### src/rtl/bcd_conv_arbiter_if.sv
`default_nettype none
// ---------------------------------------------------------------------------
// bcd_conv_arbiter_if : requester bus of the shared binary-to-BCD engine
// Rev 1.0
// ---------------------------------------------------------------------------
interface bcd_conv_arbiter_if #(
  parameter int WIDTH  = 8,
  parameter int N_REQ  = 4,
  parameter int DIGITS = 3
);
  logic [N_REQ-1:0]       req;
  logic [N_REQ*WIDTH-1:0] data_in;
  logic [N_REQ-1:0]       grant;
  logic                   busy;
  logic                   done;
  logic [2:0]             done_id;
  logic [DIGITS*4-1:0]    bcd_out;
  logic                   overload;

  modport master (
    output req, data_in,
    input  grant, busy, done, done_id, bcd_out, overload
  );

  modport slave (
    input  req, data_in,
    output grant, busy, done, done_id, bcd_out, overload
  );
endinterface
`default_nettype wire

### src/rtl/bcd_conv_arbiter.sv
`default_nettype none
// ---------------------------------------------------------------------------
// bcd_conv_arbiter : N_REQ requesters share one double-dabble BCD engine.
// Rev 1.0 -- define BCD_ARB_FIXED_PRIO_EN for fixed priority (default RR).
// ---------------------------------------------------------------------------
module bcd_conv_arbiter #(
  parameter int WIDTH  = 8,
  parameter int N_REQ  = 4,
  parameter int DIGITS = 3
) (
  input  wire logic         clock,
  input  wire logic         reset,
  bcd_conv_arbiter_if.slave bus
);

  localparam int BCD_W = DIGITS * 4;
  localparam int CNT_W = $clog2(WIDTH + 1);
  localparam logic [N_REQ-1:0] ONE = N_REQ'(1);

  localparam logic [1:0] S_IDLE  = 2'd0;
  localparam logic [1:0] S_SHIFT = 2'd1;
  localparam logic [1:0] S_DONE  = 2'd2;

  logic [1:0]       state;
  logic [1:0]       state_next;
  logic [WIDTH-1:0] shreg;
  logic [WIDTH-1:0] operand;
  logic [BCD_W-1:0] bcd;
  logic [BCD_W-1:0] bcd_adj;
  logic [BCD_W-1:0] bcd_next;
  logic             ovf;
  logic             ovf_next;
  logic [CNT_W-1:0] cnt;
  logic             last_iter;
  logic [2:0]       winner;
  logic [2:0]       pick;
  logic             pick_valid;
  logic [N_REQ-1:0] excl;
  logic [N_REQ-1:0] eligible;
  logic [N_REQ-1:0] grant;
  logic             done;
  logic [2:0]       done_id;
  logic [BCD_W-1:0] bcd_out;
  logic             overload;
  logic             busy;

  // The requester just served stays masked for one IDLE cycle while its req falls.
  assign eligible  = bus.req & ~excl;
  assign last_iter = (cnt == CNT_W'(WIDTH - 1));

`ifdef BCD_ARB_FIXED_PRIO_EN
  always_comb begin
    pick       = 3'd0;
    pick_valid = 1'b0;
    for (int k = N_REQ - 1; k >= 0; k--) begin
      if (eligible[k]) begin
        pick       = 3'(k);
        pick_valid = 1'b1;
      end
    end
  end
`else
  logic [2:0]       rr;
  logic [N_REQ-1:0] rot;
  logic [2:0]       offset;
  logic [3:0]       sum;

  // Rotate so bit 0 is the rr position; the lowest set bit is the winner.
  assign rot = N_REQ'({eligible, eligible} >> rr);

  always_comb begin
    offset     = 3'd0;
    pick_valid = 1'b0;
    for (int k = N_REQ - 1; k >= 0; k--) begin
      if (rot[k]) begin
        offset     = 3'(k);
        pick_valid = 1'b1;
      end
    end
    sum  = {1'b0, rr} + {1'b0, offset};
    pick = (sum >= 4'(N_REQ)) ? 3'(sum - 4'(N_REQ)) : sum[2:0];
  end

  always_ff @(posedge clock) begin
    if (!reset) begin
      rr <= 3'd0;
    end else if (state == S_IDLE && pick_valid) begin
      rr <= (pick == 3'(N_REQ - 1)) ? 3'd0 : pick + 3'd1;
    end
  end
`endif

  always_comb begin
    operand = '0;
    for (int k = 0; k < N_REQ; k++) begin
      if (pick == 3'(k)) operand = bus.data_in[k*WIDTH +: WIDTH];
    end
  end

  always_comb begin
    bcd_adj = bcd;
    for (int d = 0; d < DIGITS; d++) begin
      if (bcd[d*4 +: 4] >= 4'd5) bcd_adj[d*4 +: 4] = bcd[d*4 +: 4] + 4'd3;
    end
    bcd_next = {bcd_adj[BCD_W-2:0], shreg[WIDTH-1]};
    ovf_next = ovf | bcd_adj[BCD_W-1];
  end

  always_ff @(posedge clock) begin
    if (!reset) state <= S_IDLE;
    else        state <= state_next;
  end

  always_comb begin
    state_next = state;
    case (state)
      S_IDLE:  if (pick_valid) state_next = S_SHIFT;
      S_SHIFT: if (last_iter)  state_next = S_DONE;
      S_DONE:  state_next = S_IDLE;
      default: state_next = S_IDLE;
    endcase
  end

  always_comb begin
    busy = (state != S_IDLE);
  end

  // Results are registered on the last iteration so done lands WIDTH cycles after grant.
  always_ff @(posedge clock) begin
    if (!reset) begin
      shreg    <= '0;
      bcd      <= '0;
      ovf      <= 1'b0;
      cnt      <= '0;
      winner   <= 3'd0;
      excl     <= '0;
      grant    <= '0;
      done     <= 1'b0;
      done_id  <= 3'd0;
      bcd_out  <= '0;
      overload <= 1'b0;
    end else begin
      grant <= '0;
      done  <= 1'b0;
      excl  <= '0;
      case (state)
        S_IDLE: begin
          if (pick_valid) begin
            shreg  <= operand;
            bcd    <= '0;
            ovf    <= 1'b0;
            cnt    <= '0;
            winner <= pick;
            grant  <= ONE << pick;
          end
        end
        S_SHIFT: begin
          shreg <= shreg << 1;
          bcd   <= bcd_next;
          ovf   <= ovf_next;
          cnt   <= cnt + CNT_W'(1);
          if (last_iter) begin
            done     <= 1'b1;
            done_id  <= winner;
            bcd_out  <= bcd_next;
            overload <= ovf_next;
          end
        end
        S_DONE:  excl <= ONE << winner;
        default: ;
      endcase
    end
  end

  assign bus.grant    = grant;
  assign bus.busy     = busy;
  assign bus.done     = done;
  assign bus.done_id  = done_id;
  assign bus.bcd_out  = bcd_out;
  assign bus.overload = overload;

endmodule
`default_nettype wire

### src/flat_wrapper.sv
// flat-port wrapper written by rule: the top's interface ports become plain ports
module bcd_conv_arbiter_flat 
#(
  parameter int WIDTH  = 8,
  parameter int N_REQ  = 4,
  parameter int DIGITS = 3
)
  (clock, reset, bus_req, bus_data_in, bus_grant, bus_busy, bus_done, bus_done_id, bus_bcd_out, bus_overload);
  bcd_conv_arbiter_if #(.WIDTH(WIDTH), .N_REQ(N_REQ), .DIGITS(DIGITS)) bus_i ();
  input  wire logic clock;
  input  wire logic reset;
  input wire logic [$bits(bus_i.req)-1:0] bus_req;
  input wire logic [$bits(bus_i.data_in)-1:0] bus_data_in;
  output wire logic [$bits(bus_i.grant)-1:0] bus_grant;
  output wire logic [$bits(bus_i.busy)-1:0] bus_busy;
  output wire logic [$bits(bus_i.done)-1:0] bus_done;
  output wire logic [$bits(bus_i.done_id)-1:0] bus_done_id;
  output wire logic [$bits(bus_i.bcd_out)-1:0] bus_bcd_out;
  output wire logic [$bits(bus_i.overload)-1:0] bus_overload;
  assign bus_i.req = bus_req;
  assign bus_i.data_in = bus_data_in;
  assign bus_grant = bus_i.grant;
  assign bus_busy = bus_i.busy;
  assign bus_done = bus_i.done;
  assign bus_done_id = bus_i.done_id;
  assign bus_bcd_out = bus_i.bcd_out;
  assign bus_overload = bus_i.overload;
  bcd_conv_arbiter #(.WIDTH(WIDTH), .N_REQ(N_REQ), .DIGITS(DIGITS)) u_core (.clock(clock), .reset(reset), .bus(bus_i));
endmodule
### config.mk
export PLATFORM = sky130hd
export DESIGN_NAME = bcd_conv_arbiter_flat
export DESIGN_NICKNAME = d
export VERILOG_FILES = /design/src/rtl/bcd_conv_arbiter_if.sv /design/src/rtl/bcd_conv_arbiter.sv /design/src/flat_wrapper.sv
export SDC_FILE = /design/constraint.sdc
export NUM_CORES = 1
export LEC_CHECK = 0
export ABC_AREA = 1
export CAP_MARGIN = 40
export CELL_PAD_IN_SITES_DETAIL_PLACEMENT = 0
export CELL_PAD_IN_SITES_GLOBAL_PLACEMENT = 1
export CORE_MARGIN = 2
export CORE_UTILIZATION = 25
export DETAILED_ROUTE_END_ITERATION = 8
export GPL_TIMING_DRIVEN = 0
export PLACE_DENSITY_LB_ADDON = 0.1
export SETUP_SLACK_MARGIN = 0.2
export SLEW_MARGIN = 20
export SYNTH_ARGS = -nofsm -noshare
export SYNTH_HDL_FRONTEND = slang
export SYNTH_SLANG_ARGS = --single-unit
### constraint.sdc
create_clock -name clock -period 3.6 [get_ports clock]
set_input_delay 0.36 -clock clock [delete_from_list [all_inputs] [get_ports clock]]
set_output_delay 0.36 -clock clock [all_outputs]
set_load 0.02 [all_outputs]
After elaboration in Yosys (flattened, before gate mapping)
Index checks and enable logic that the tools add are counted.
{"block": "totals", "ff_bits": 58, "inputBits": 38, "out_inout_bits": 22, "elab_cells": 79}
{"block": "op_classes", "add_sub_neg": 7, "magnitude_cmp": 4, "eq_ne": 8, "shifts": 3, "n_mux": 29, "bitwise": 3, "reduce_logical": 12}
{"cell": "$mux W8", "count": 5}
{"cell": "$pmux W12 S2", "count": 1}
{"cell": "$ge A4 B3 Y1 const B", "count": 4}
{"cell": "$mux W4", "count": 4}
{"cell": "$pmux W8 S2", "count": 1}
{"cell": "$add A4 B2 Y4 const B", "count": 3}
{"cell": "$mux W12", "count": 1}
{"cell": "$mux W2", "count": 6}
{"cell": "$reduce_and A2 Y1", "count": 6}
{"cell": "$pmux W4 S2", "count": 1}
{"cell": "$shl A1 B3 Y4 const A", "count": 2}
{"cell": "$shr A8 B3 Y4", "count": 1}
{"cell": "$eq A3 B2 Y1 const B", "count": 2}
{"cell": "$mux W1", "count": 6}
{"cell": "$mux W3", "count": 2}
{"cell": "$add A3 B2 Y4", "count": 1}
{"cell": "$add A4 B1 Y4 const B", "count": 1}
{"cell": "$and A4 B4 Y4", "count": 1}
{"cell": "$eq A4 B3 Y1 const B", "count": 1}
{"cell": "$ne A2 B1 Y1 const B", "count": 2}
{"cell": "$not A4 Y4", "count": 1}
{"cell": "$pmux W2 S2", "count": 1}
{"cell": "$reduce_bool A2 Y1", "count": 2}
{"cell": "$add A3 B1 Y3 const B", "count": 1}
{"cell": "10 further kinds", "count": 10}

Logic depth before layout (Yosys ltp)
Gate-level depths: netlist of the first run.
{"block": "logic_depth", "word_depth": 17, "ltp_mapped": 23, "mapped_depth_nobuf": 21}

Least setup slack after synthesis of the first run
OpenSTA, ideal clock, no wires.
{"block": "synth_path", "path_kind": "register to register", "start": "register u_core.rr[0]", "end": "register u_core.shreg[6]", "setup_time_ps": 141, "arrival_time_ps": 2928, "required_ps": 3459, "path_slack_ps": 531, "stages_incl_launch_ff": 24, "n_path_buf": 2, "period_less_slack_ps": 3069, "cell_sequence": "dfxtp_1 > inv_2 > nor2_1 > nand2_1 > nand2_1 > nand2_1 > nand2_2 > nand3_1 > a21boi_0 > ha_1 > inv_1 > fa_1 > ha_1 > clkbuf_1 > clkbuf_1 > nor2_1 > nand3_1 > nand2_1 > nand2_1 > nand2_1 > nand3_1 > nand2_1 > nand2_1 > a21oi_2"}
{"block": "synth_via", "elab_chain_len": 15, "elab_cells_between_ends": 25, "cone_classes": "add/sub: 2; order compare: 1; eq/ne: 4; shift: 1; mux: 15; reduce/logical: 2"}
{"element": "from (decl)", "line": "bcd_conv_arbiter.sv:63", "rtl": "logic [2:0] rr;"}
{"element": "from (signal assigned)", "line": "bcd_conv_arbiter.sv:88", "rtl": "rr <= (pick == 3'(N_REQ - 1)) ? 3'd0 : pick + 3'd1;"}
{"element": "$shr A8 B3 Y4", "line": "bcd_conv_arbiter.sv:69", "rtl": "assign rot = N_REQ'({eligible, eligible} >> rr);"}
{"element": "$mux W2 (4 in a row)", "line": "bcd_conv_arbiter.sv:75", "rtl": "if (rot[k]) begin"}
{"element": "$add A3 B2 Y4", "line": "bcd_conv_arbiter.sv:80", "rtl": "sum = {1'b0, rr} + {1'b0, offset};"}
{"element": "$ge A4 B3 Y1 or $sub A3 B3 Y3 (tied branches)", "line": "bcd_conv_arbiter.sv:81", "rtl": "pick = (sum >= 4'(N_REQ)) ? 3'(sum - 4'(N_REQ)) : sum[2:0];"}
{"element": "$mux W3", "line": "bcd_conv_arbiter.sv:81"}
{"element": "$logic_not A3 Y1", "line": "bcd_conv_arbiter.sv:96", "rtl": "if (pick == 3'(k)) operand = bus.data_in[k*WIDTH +: WIDTH];"}
{"element": "$mux W8 (4 in a row)", "line": "bcd_conv_arbiter.sv:96"}
{"element": "$mux W8", "line": "bcd_conv_arbiter.sv:148", "rtl": "if (pick_valid) begin"}
{"element": "$pmux W8 S2", "line": "bcd_conv_arbiter.sv:146", "rtl": "case (state)"}
{"element": "to (signal assigned)", "line": "bcd_conv_arbiter.sv:149", "rtl": "shreg <= operand;"}
{"element": "to (signal assigned)", "line": "bcd_conv_arbiter.sv:158", "rtl": "shreg <= shreg << 1;"}
{"element": "to (decl)", "line": "bcd_conv_arbiter.sv:26", "rtl": "logic [WIDTH-1:0] shreg;"}
Parallel ways exist; a longest one is shown, timed or not. The select of a mux whose other input is x is not followed.
A chain may end at the register's enable or synchronous reset.

Worst setup path in the final report of the first run
{"block": "layout_path", "start": "input port bus_req[2]", "end": "register u_core.shreg[7]"}
{"block": "layout_via", "elab_chain_len": 16, "elab_cells_between_ends": 26, "cone_classes": "add/sub: 2; order compare: 1; eq/ne: 4; shift: 1; mux: 15; bitwise: 1; reduce/logical: 2"}
{"element": "from (decl)", "line": "flat_wrapper.sv:12", "rtl": "input wire logic [$bits(bus_i.req)-1:0] bus_req;"}
{"element": "$and A4 B4 Y4 (*)", "line": "bcd_conv_arbiter.sv:48", "rtl": "assign eligible = bus.req & ~excl;"}
{"element": "$shr A8 B3 Y4 (*)", "line": "bcd_conv_arbiter.sv:69"}
{"element": "$mux W2 (3 in a row)", "line": "bcd_conv_arbiter.sv:75"}
{"element": "$mux W2 (*)", "line": "bcd_conv_arbiter.sv:75"}
{"element": "$add A3 B2 Y4 (*)", "line": "bcd_conv_arbiter.sv:80"}
{"element": "$ge A4 B3 Y1 or $sub A3 B3 Y3 (tied branches)", "line": "bcd_conv_arbiter.sv:81"}
{"element": "$mux W3 (*)", "line": "bcd_conv_arbiter.sv:81"}
{"element": "net u_core.pick[1]", "line": "bcd_conv_arbiter.sv:36", "rtl": "logic [2:0] pick;"}
{"element": "$logic_not A3 Y1", "line": "bcd_conv_arbiter.sv:96"}
{"element": "$mux W8 (3 in a row)", "line": "bcd_conv_arbiter.sv:96"}
{"element": "$mux W8 (*)", "line": "bcd_conv_arbiter.sv:96"}
{"element": "$mux W8 (*)", "line": "bcd_conv_arbiter.sv:148"}
{"element": "$pmux W8 S2 (*)", "line": "bcd_conv_arbiter.sv:146"}
The timed path passes the listed nets; every way through them passes the cells marked *. The select of a mux whose other input is x is not followed.

==> metrics.yaml, run 1 <==
floorplanning:
  die_area_mm2: 0.0143
  die_h_um: 119
  std_cell_rows: 42
  core_area_mm2: 0.0131
  ioPinCount: 60
  start_util_pct: 25.4
  fp.dieW_um: 119
flow_run:
  maxCapViolations: 0
routing:
  firstDrtPassIters: 4
  viasPerCell: 4.38
  routed_wl_um: 9090
  ant_nets: 0
  dr.first_iter.drc_count: 174
  drc_errors: 0
  num_vias: 3178
  wl_per_cell_um: 12.5
placed_design:
  portBuffers: 59
  place_area_mm2: 0.00415
  preCtsSetupSlack_ns: -0.385
  gp_congestion: 0.819
  hpwl_um: 6890
power:
  power.density_mw_per_mm2: 693
  p_leak_nw: 1.93
  vdd_drop_max_mv: 0.186
  p_total_mw: 3.12
synth:
  ys_types: 32
  syn_area_mm2: 0.00333
  synthCells: 474
  yosys_register_bits: 58
  yosysSeqAreaShare_pct: 34.8
  avgSynthCellArea_um2: 7.03
  synth_nets: 526
  yosys_warnings: 0
critical_path:
  crit_path_cell_trace: "clkdlybuf4s50_1, nand3_1, nand2_1, nand2_1, nand2_2, nand3_1, a21boi_1, ha_2, inv_1, fa_2, inv_1, ha_1, nand2_2, buf_4, nand2_1, inv_1, nand2_1, nand3_1, nand2_1, nand2_1, a21oi_1"
  crit_path_top_delay_cell: "fa_2"
  cpMostUsedCell: "nand2_1"
  endpoint_kind: "register"
  cp_top_family: "adder cells"
  worst-path-max-fanout: 10
  worstPathArrival_ns: 3.38
  crit_path_start_kind: "input pin"
  crit_buf_inv: 5
  max_stage_delay_ns: 0.62
  required_ns: 3.82
  path_class: "input pin to register"
clocking:
  cts-root-buf: "clkbuf_16"
  cts_max_path_buffers: 2
  clkLatencyLatePin_ns: 0.33
  cts-hold-fix-buffers: 0
  tritoncts: "done"
  cts_buffers: 9
  clk_pin_slew_ns: 0.06
  h-tree-depth: 3
  postCtsSetupRepairBufs: 0
  cts_sinks: 58
timing:
  whs_ns: 0.445
  clock_skew_ns: 0.00803
  min_period_ns: 3.16
  max_slew_margin_pct: 54.6
  setup_slack_ns: 0.444
  setup_violations: 0
  finalHoldViolCount: 0
  fin_crit_sh_pct: 87.7
  max_slew.worst_pin.slew_ns: 0.678
  fmax_mhz: 317
  maxSlewViolCount: 0
  finalSetupTns_ns: 0
  rsz0062_at_grt: "false"
global_routing:
  first_global_vias: 3202
  grt_overflow: 0
  track_usage_pct: 13.6
  grt_pass1_wl_um: 15300
  antenna_found_initial: 0
  grt_max_degree: 11
layout:
  finalNetCount: 597
  drive_above_1_share_pct: 15.8
  antenna_cells: 0
  area_growth_pct: 35.0
  fin_area_mm2: 0.00450
  fillCellCount: 1433
status:
  status: "complete, no violations"
worst_hold_path:
  hold_path.class: "register to register"
[cell type report]
| cell class | instances | area [um^2] | area share [%] |
|---|---|---|---|
| Inverter | 51 | 191 | 4.25 |
| Buffer | 23 | 156 | 3.47 |
| Multi-Input combinational cell | 342 | 1860 | 41.3 |
| Sequential cell | 58 | 1160 | 25.9 |
| Clock buffer | 12 | 256 | 5.70 |
| Tap cell | 176 | 220 | 4.89 |
| Timing Repair Buffer | 60 | 604 | 13.4 |
| Clock inverter | 4 | 50.0 | 1.11 |
[flip-flops by register name (all words and copies together) (netlist names)]
register / cells
u_core.bcd: 12
u_core.bus.bcd_out: 12
u_core.bus.done: 1
u_core.bus.done_id: 3
u_core.bus.grant: 4
u_core.bus.overload: 1
u_core.cnt: 4
u_core.excl: 4
u_core.ovf: 1
u_core.rr: 3
u_core.shreg: 8
u_core.state: 2
u_core.winner: 3
[per-layer routing]
layer / GRT usage, % / part of all wire [%]
met1: 18.3 / 50
met5: 0 / 0
met2: 20.8 / 44
met4: 5.81 / 1.8
met3: 3.42 / 4.6
[worst register-to-register path, cell delays in order (launching register included)]
cell and delay [ns]:
dfxtp_4 0.37, inv_2 0.11, nand3_1 0.10, nand2_1 0.09, nand2_1 0.06, nand2_2 0.09, nand3_1 0.07, a21boi_1 0.17
ha_2 0.20, inv_1 0.06, fa_2 0.62, inv_1 0.10, ha_1 0.21, nand2_2 0.14, buf_4 0.19, nand2_1 0.06
inv_1 0.05, nand2_1 0.05, nand3_1 0.08, nand2_1 0.07, nand2_1 0.05, a21oi_1 0.05
[Yosys cell counts]
cell type	n	area share (%)
nand2_8	1	0.60
o21ai_0	14	2.1
inv_2	2	0.23
nand3_1	71	11
nand3_2	12	3.6
ha_1	13	4.9
buf_4	4	0.90
a21oi_1	35	5.3
nand4_1	2	0.38
nor4_1	1	0.19
dfxtp_1	58	35
buf_8	1	0.45
clkbuf_1	9	1.0
nor2_1	38	4.3
nand3b_2	1	0.34
o21a_1	1	0.23
a21boi_0	1	0.23
buf_2	6	0.90
a211o_1	1	0.26
nand2_1	114	13
xor2_1	5	1.3
nand2_4	2	0.68
buf_12	1	0.60
nand2_2	6	1.1
nor2_4	3	1.0
o21ai_2	1	0.26
fa_1	1	0.60
buf_6	1	0.34
buf_1	1	0.11
a21oi_2	10	2.6
inv_1	49	5.5
or2_2	9	1.7
[per-stage QoR]
step                instances  utilization, %
floorplan                 474               -
global placement          709            31.6
detailed placement        709            31.6
CTS                       725            34.0
global route              726            34.3
finish                    726            34.3
[final timing paths]
path                    startpoint         endpoint  slack, ns  cells after the start
setup / recovery        bus_req[2]  u_core.shreg[7]       0.44                     21
hold reg to reg   u_core.winner[0]   u_core.excl[2]       0.44                      1
setup reg to reg      u_core.rr[0]  u_core.shreg[7]       0.50                     21
hold / removal    u_core.winner[0]   u_core.excl[2]       0.44                      1
[cell usage in the layout, fill, tap and decap left out, drive strengths merged]
cell type,instances
nand2,123
nand3,83
clkdlybuf4s50,58
dfxtp,58
inv,51
a21oi,45
nor2,41
clkbuf,19
buf,17
o21ai,15
ha,13
or2,9
xor2,5
nand4,2
clkinvlp,2
nand3b,1
a21boi,1
a211o,1
nor4,1
o21a,1
fa,1
clkinv,1
bufinv,1
dlymetal6s2s,1
[power breakdown]
part | internal, mW | switching (mW) | leakage (nW)
combinational | 0.581 | 0.908 | 1.32
sequential | 0.710 | 0.0443 | 0.471
clock | 0.572 | 0.306 | 0.145
total | 1.86 | 1.26 | 1.93
[cells by family (layout without fill, tap and decap cells)]
family          Yosys count  after routing  synth area share (%)
xor+xnor                  5              5                  1.31
flops                    58             58                  34.8
buf+inv                  74            150                  10.1
compound gates           63             63                  11.0
simple gates            260            260                  37.4
fa+ha+maj                14             14                  5.48
[what timing repair did]
| action | in CTS | in global routing |
|---|---|---|
| pin swaps | 0 | 2 |
| gates resized for setup | 6 | 15 |
| cloned | 0 | 0 |
| endpoints found under the setup margin | 8 | 8 |
(Power assumes the default switching activity.)
==> run 2, diff against run 1 <==
CORE_UTILIZATION = 31   (was 25)
==> run 2 against run 1 <==
Power down 4.7%. Combinational power up 4%. Critical path depth up 2. Final cell count down 5.1%. Routed wire length down 4.7%. Fmax up 1.0%. First-iteration DRC count down 17%. Largest cell class unchanged. Largest power group unchanged.
==> metrics.yaml, run 2 (same netlist as run 1, synthesis figures left out) <==
power:
  intPower_mw: 1.74  # was 1.86 mW
  p_leak_nw: 1.91  # was 1.93 nW
  power_frac_clock_pct: 22.7  # was 28.1%
  p_comb_share_pct: 52.1  # was 47.7%
  p_sw_share_pct: 41.5  # was 40.3%
  power.density_mw_per_mm2: 675  # was 693 mW/mm^2
  seqPwrFrac_pct: 25.2  # was 24.2%
  p_total_mw: 2.98  # was 3.12 mW
  vdd_drop_max_mv: 0.306  # was 0.186 mV
  p_switching_mw: 1.24  # was 1.26 mW
worst_hold_path:
  min_to: "u_core.excl[0]"  # was u_core.excl[2]
  min_from: "u_core.winner[0]"  # unchanged
  worstHoldPathCells: 1  # unchanged
  hold_path.class: "register to register"  # unchanged
timing:
  min_period_ns: 3.13  # was 3.16 ns
  fmax_mhz: 320  # was 317 MHz
  clock_skew_ns: 0.00991  # was 0.00803 ns
  max_slew_margin_pct: 55.7  # was 54.6%
  finalHoldViolCount: 0  # unchanged
  rsz0062_at_grt: "false"  # unchanged
  fin_crit_sh_pct: 86.8  # was 87.7%
  maxSlewViolCount: 0  # unchanged
  setup_violations: 0  # unchanged
  setup_slack_ns: 0.475  # was 0.444 ns
  whs_ns: 0.449  # was 0.445 ns
  max_slew.worst_pin.slew_ns: 0.663  # was 0.678 ns
critical_path:
  ff2ff_path_depth: 20  # was 21
  crit_path_start_kind: "input pin"  # unchanged
  ff2ff_setup_slack_ns: 0.54  # was 0.50 ns
  endpoint_kind: "register"  # unchanged
  worstPathArrival_ns: 3.40  # was 3.38 ns
  r2r-start: "u_core.rr[1]"  # was u_core.rr[0]
  path_class: "input pin to register"  # unchanged
  worst-path-max-fanout: 8  # was 10
  r2r_end: "u_core.shreg[2]"  # was u_core.shreg[7]
  required_ns: 3.87  # was 3.82 ns
layout:
  finalNetCount: 600  # was 597
  fin_area_mm2: 0.00441  # was 0.00450 mm^2
  final_common_cell: "nand2_1"  # unchanged
  top_regs: "u_core.bcd (12), u_core.bus.bcd_out (12), u_core.shreg (8)"  # unchanged
  drive_above_1_share_pct: 17.0  # was 15.8%
  area_growth_pct: 32.2  # was 35.0%
  antenna_cells: 0  # unchanged
  final_cell_mix: "nand2_1, nand3_1, clkdlybuf4s50_1"  # unchanged
placed_design:
  place_area_mm2: 0.00410  # was 0.00415 mm^2
  gp_congestion: 0.811  # was 0.819
  hpwl_um: 6530  # was 6890 um
  preCtsSetupSlack_ns: -0.350  # was -0.385 ns
  portBuffers: 59  # unchanged
routing:
  drt-met1-wl_um: 4310  # was 4550 um
  top_layer: "met4"  # unchanged
  firstDrtPassIters: 4  # unchanged
  wl_per_cell_um: 12.6  # was 12.5 um
  dr.first_iter.drc_count: 144  # was 174
  routed_wl_um: 8660  # was 9090 um
  num_vias: 3191  # was 3178
  dr_wl_met3_um: 303  # was 415 um
  drc_errors: 0  # unchanged
  viasPerCell: 4.63  # was 4.38
  ant_nets: 0  # unchanged
  wl_met2_um: 3980  # was 3960 um
status:
  status: "complete, no violations"  # unchanged
global_routing:
  grt_overflow: 0  # unchanged
  grt_pass1_wl_um: 14200  # was 15300 um
  antenna_found_initial: 0  # unchanged
  first_global_vias: 3000  # was 3202
  grt_max_degree: 11  # unchanged
  track_usage_pct: 15.6  # was 13.6%
clocking:
  cts-root-buf: "clkbuf_8"  # was clkbuf_16
  cts_max_path_buffers: 2  # unchanged
  clkLatencyLatePin_ns: 0.34  # was 0.33 ns
  tritoncts: "done"  # unchanged
  clk_pin_slew_ns: 0.07  # was 0.06 ns
  h-tree-depth: 3  # unchanged
  cts_buffers: 9  # unchanged
  cts_sinks: 58  # unchanged
floorplanning:
  std_cell_rows: 37  # was 42
  start_util_pct: 32.2  # was 25.4%
  die_area_mm2: 0.0116  # was 0.0143 mm^2
  fp.dieW_um: 108  # was 119 um
  die_h_um: 108  # was 119 um
  ioPinCount: 60  # unchanged
  core_area_mm2: 0.0104  # was 0.0131 mm^2
flow_run:
  maxCapViolations: 0  # unchanged
[run 2: critical path, stage by stage]
cell	delay, ns
clkdlybuf4s50_1	0.50
inv_1	0.05
nor2_1	0.08
nand2_1	0.07
nand2_1	0.06
nand2_1	0.05
nand2_2	0.08
nand3_1	0.08
a21boi_2	0.16
ha_2	0.19
inv_1	0.06
fa_2	0.63
ha_2	0.19
buf_6	0.12
buf_2	0.16
nand3_1	0.08
nand2_1	0.06
nand2_1	0.05
nand2_1	0.06
nand3_1	0.07
nand2_1	0.07
nand2_1	0.06
a21oi_2	0.11
[run 2: how the worst max path moves through the flow]
stage,from,end,slack (ns),depth (start not counted)
after floorplan,u_core.rr[0],u_core.shreg[6],0.53,23
after global placement,bus_req[0],u_core.shreg[6],-0.33,24
final,bus_req[0],u_core.shreg[2],0.47,23
after detailed placement,bus_req[0],u_core.shreg[6],-0.35,24
after CTS,bus_req[0],u_core.shreg[2],0.23,23
after global routing,bus_req[0],u_core.shreg[1],0.19,23
[run 2: power groups by stage]
stage               Sequential (mW)  Clock, mW  Combinational, mW
floorplan                     0.774          0               1.06
detailed placement            0.764          0               1.43
finish                        0.750      0.675               1.55
global route                  0.758      0.717               1.77
CTS                           0.750      0.694               1.46
global placement              0.763          0               1.43
[run 2: what timing repair did]
item	CTS	global route
setup endpoints to repair	8	8
pin swaps	0	6
hold buffers	0	0
gates resized for setup	5	25
cloned	0	1
setup buffers	0	2
[run 2: routing by layer]
layer  track usage (%)  vias to the layer above
met5                 0                        -
met4              5.04                        0
met3              3.45                        4
met2              25.1                       51
met1              20.8                     1465
li1                  -                     1671
[run 2: area by class of cell]
type	count	area, um^2
Clock buffer	11	141
Multi-Input combinational cell	342	1880
Timing Repair Buffer	63	622
Buffer	23	169
Fill cell	1141	5960
Clock inverter	5	77.6
Sequential cell	58	1160
Tap cell	136	170
Inverter	51	191
[run 2: metrics by stage]
step | setup TNS, ns | std cells | utilization (%)
after detailed placement | -2.54 | 669 | 39.5
after global routing | 0 | 689 | 42.5
after floorplan | 0 | 474 | -
after global placement | -2.32 | 669 | 39.5
final | 0 | 689 | 42.5
after CTS | 0 | 685 | 41.7
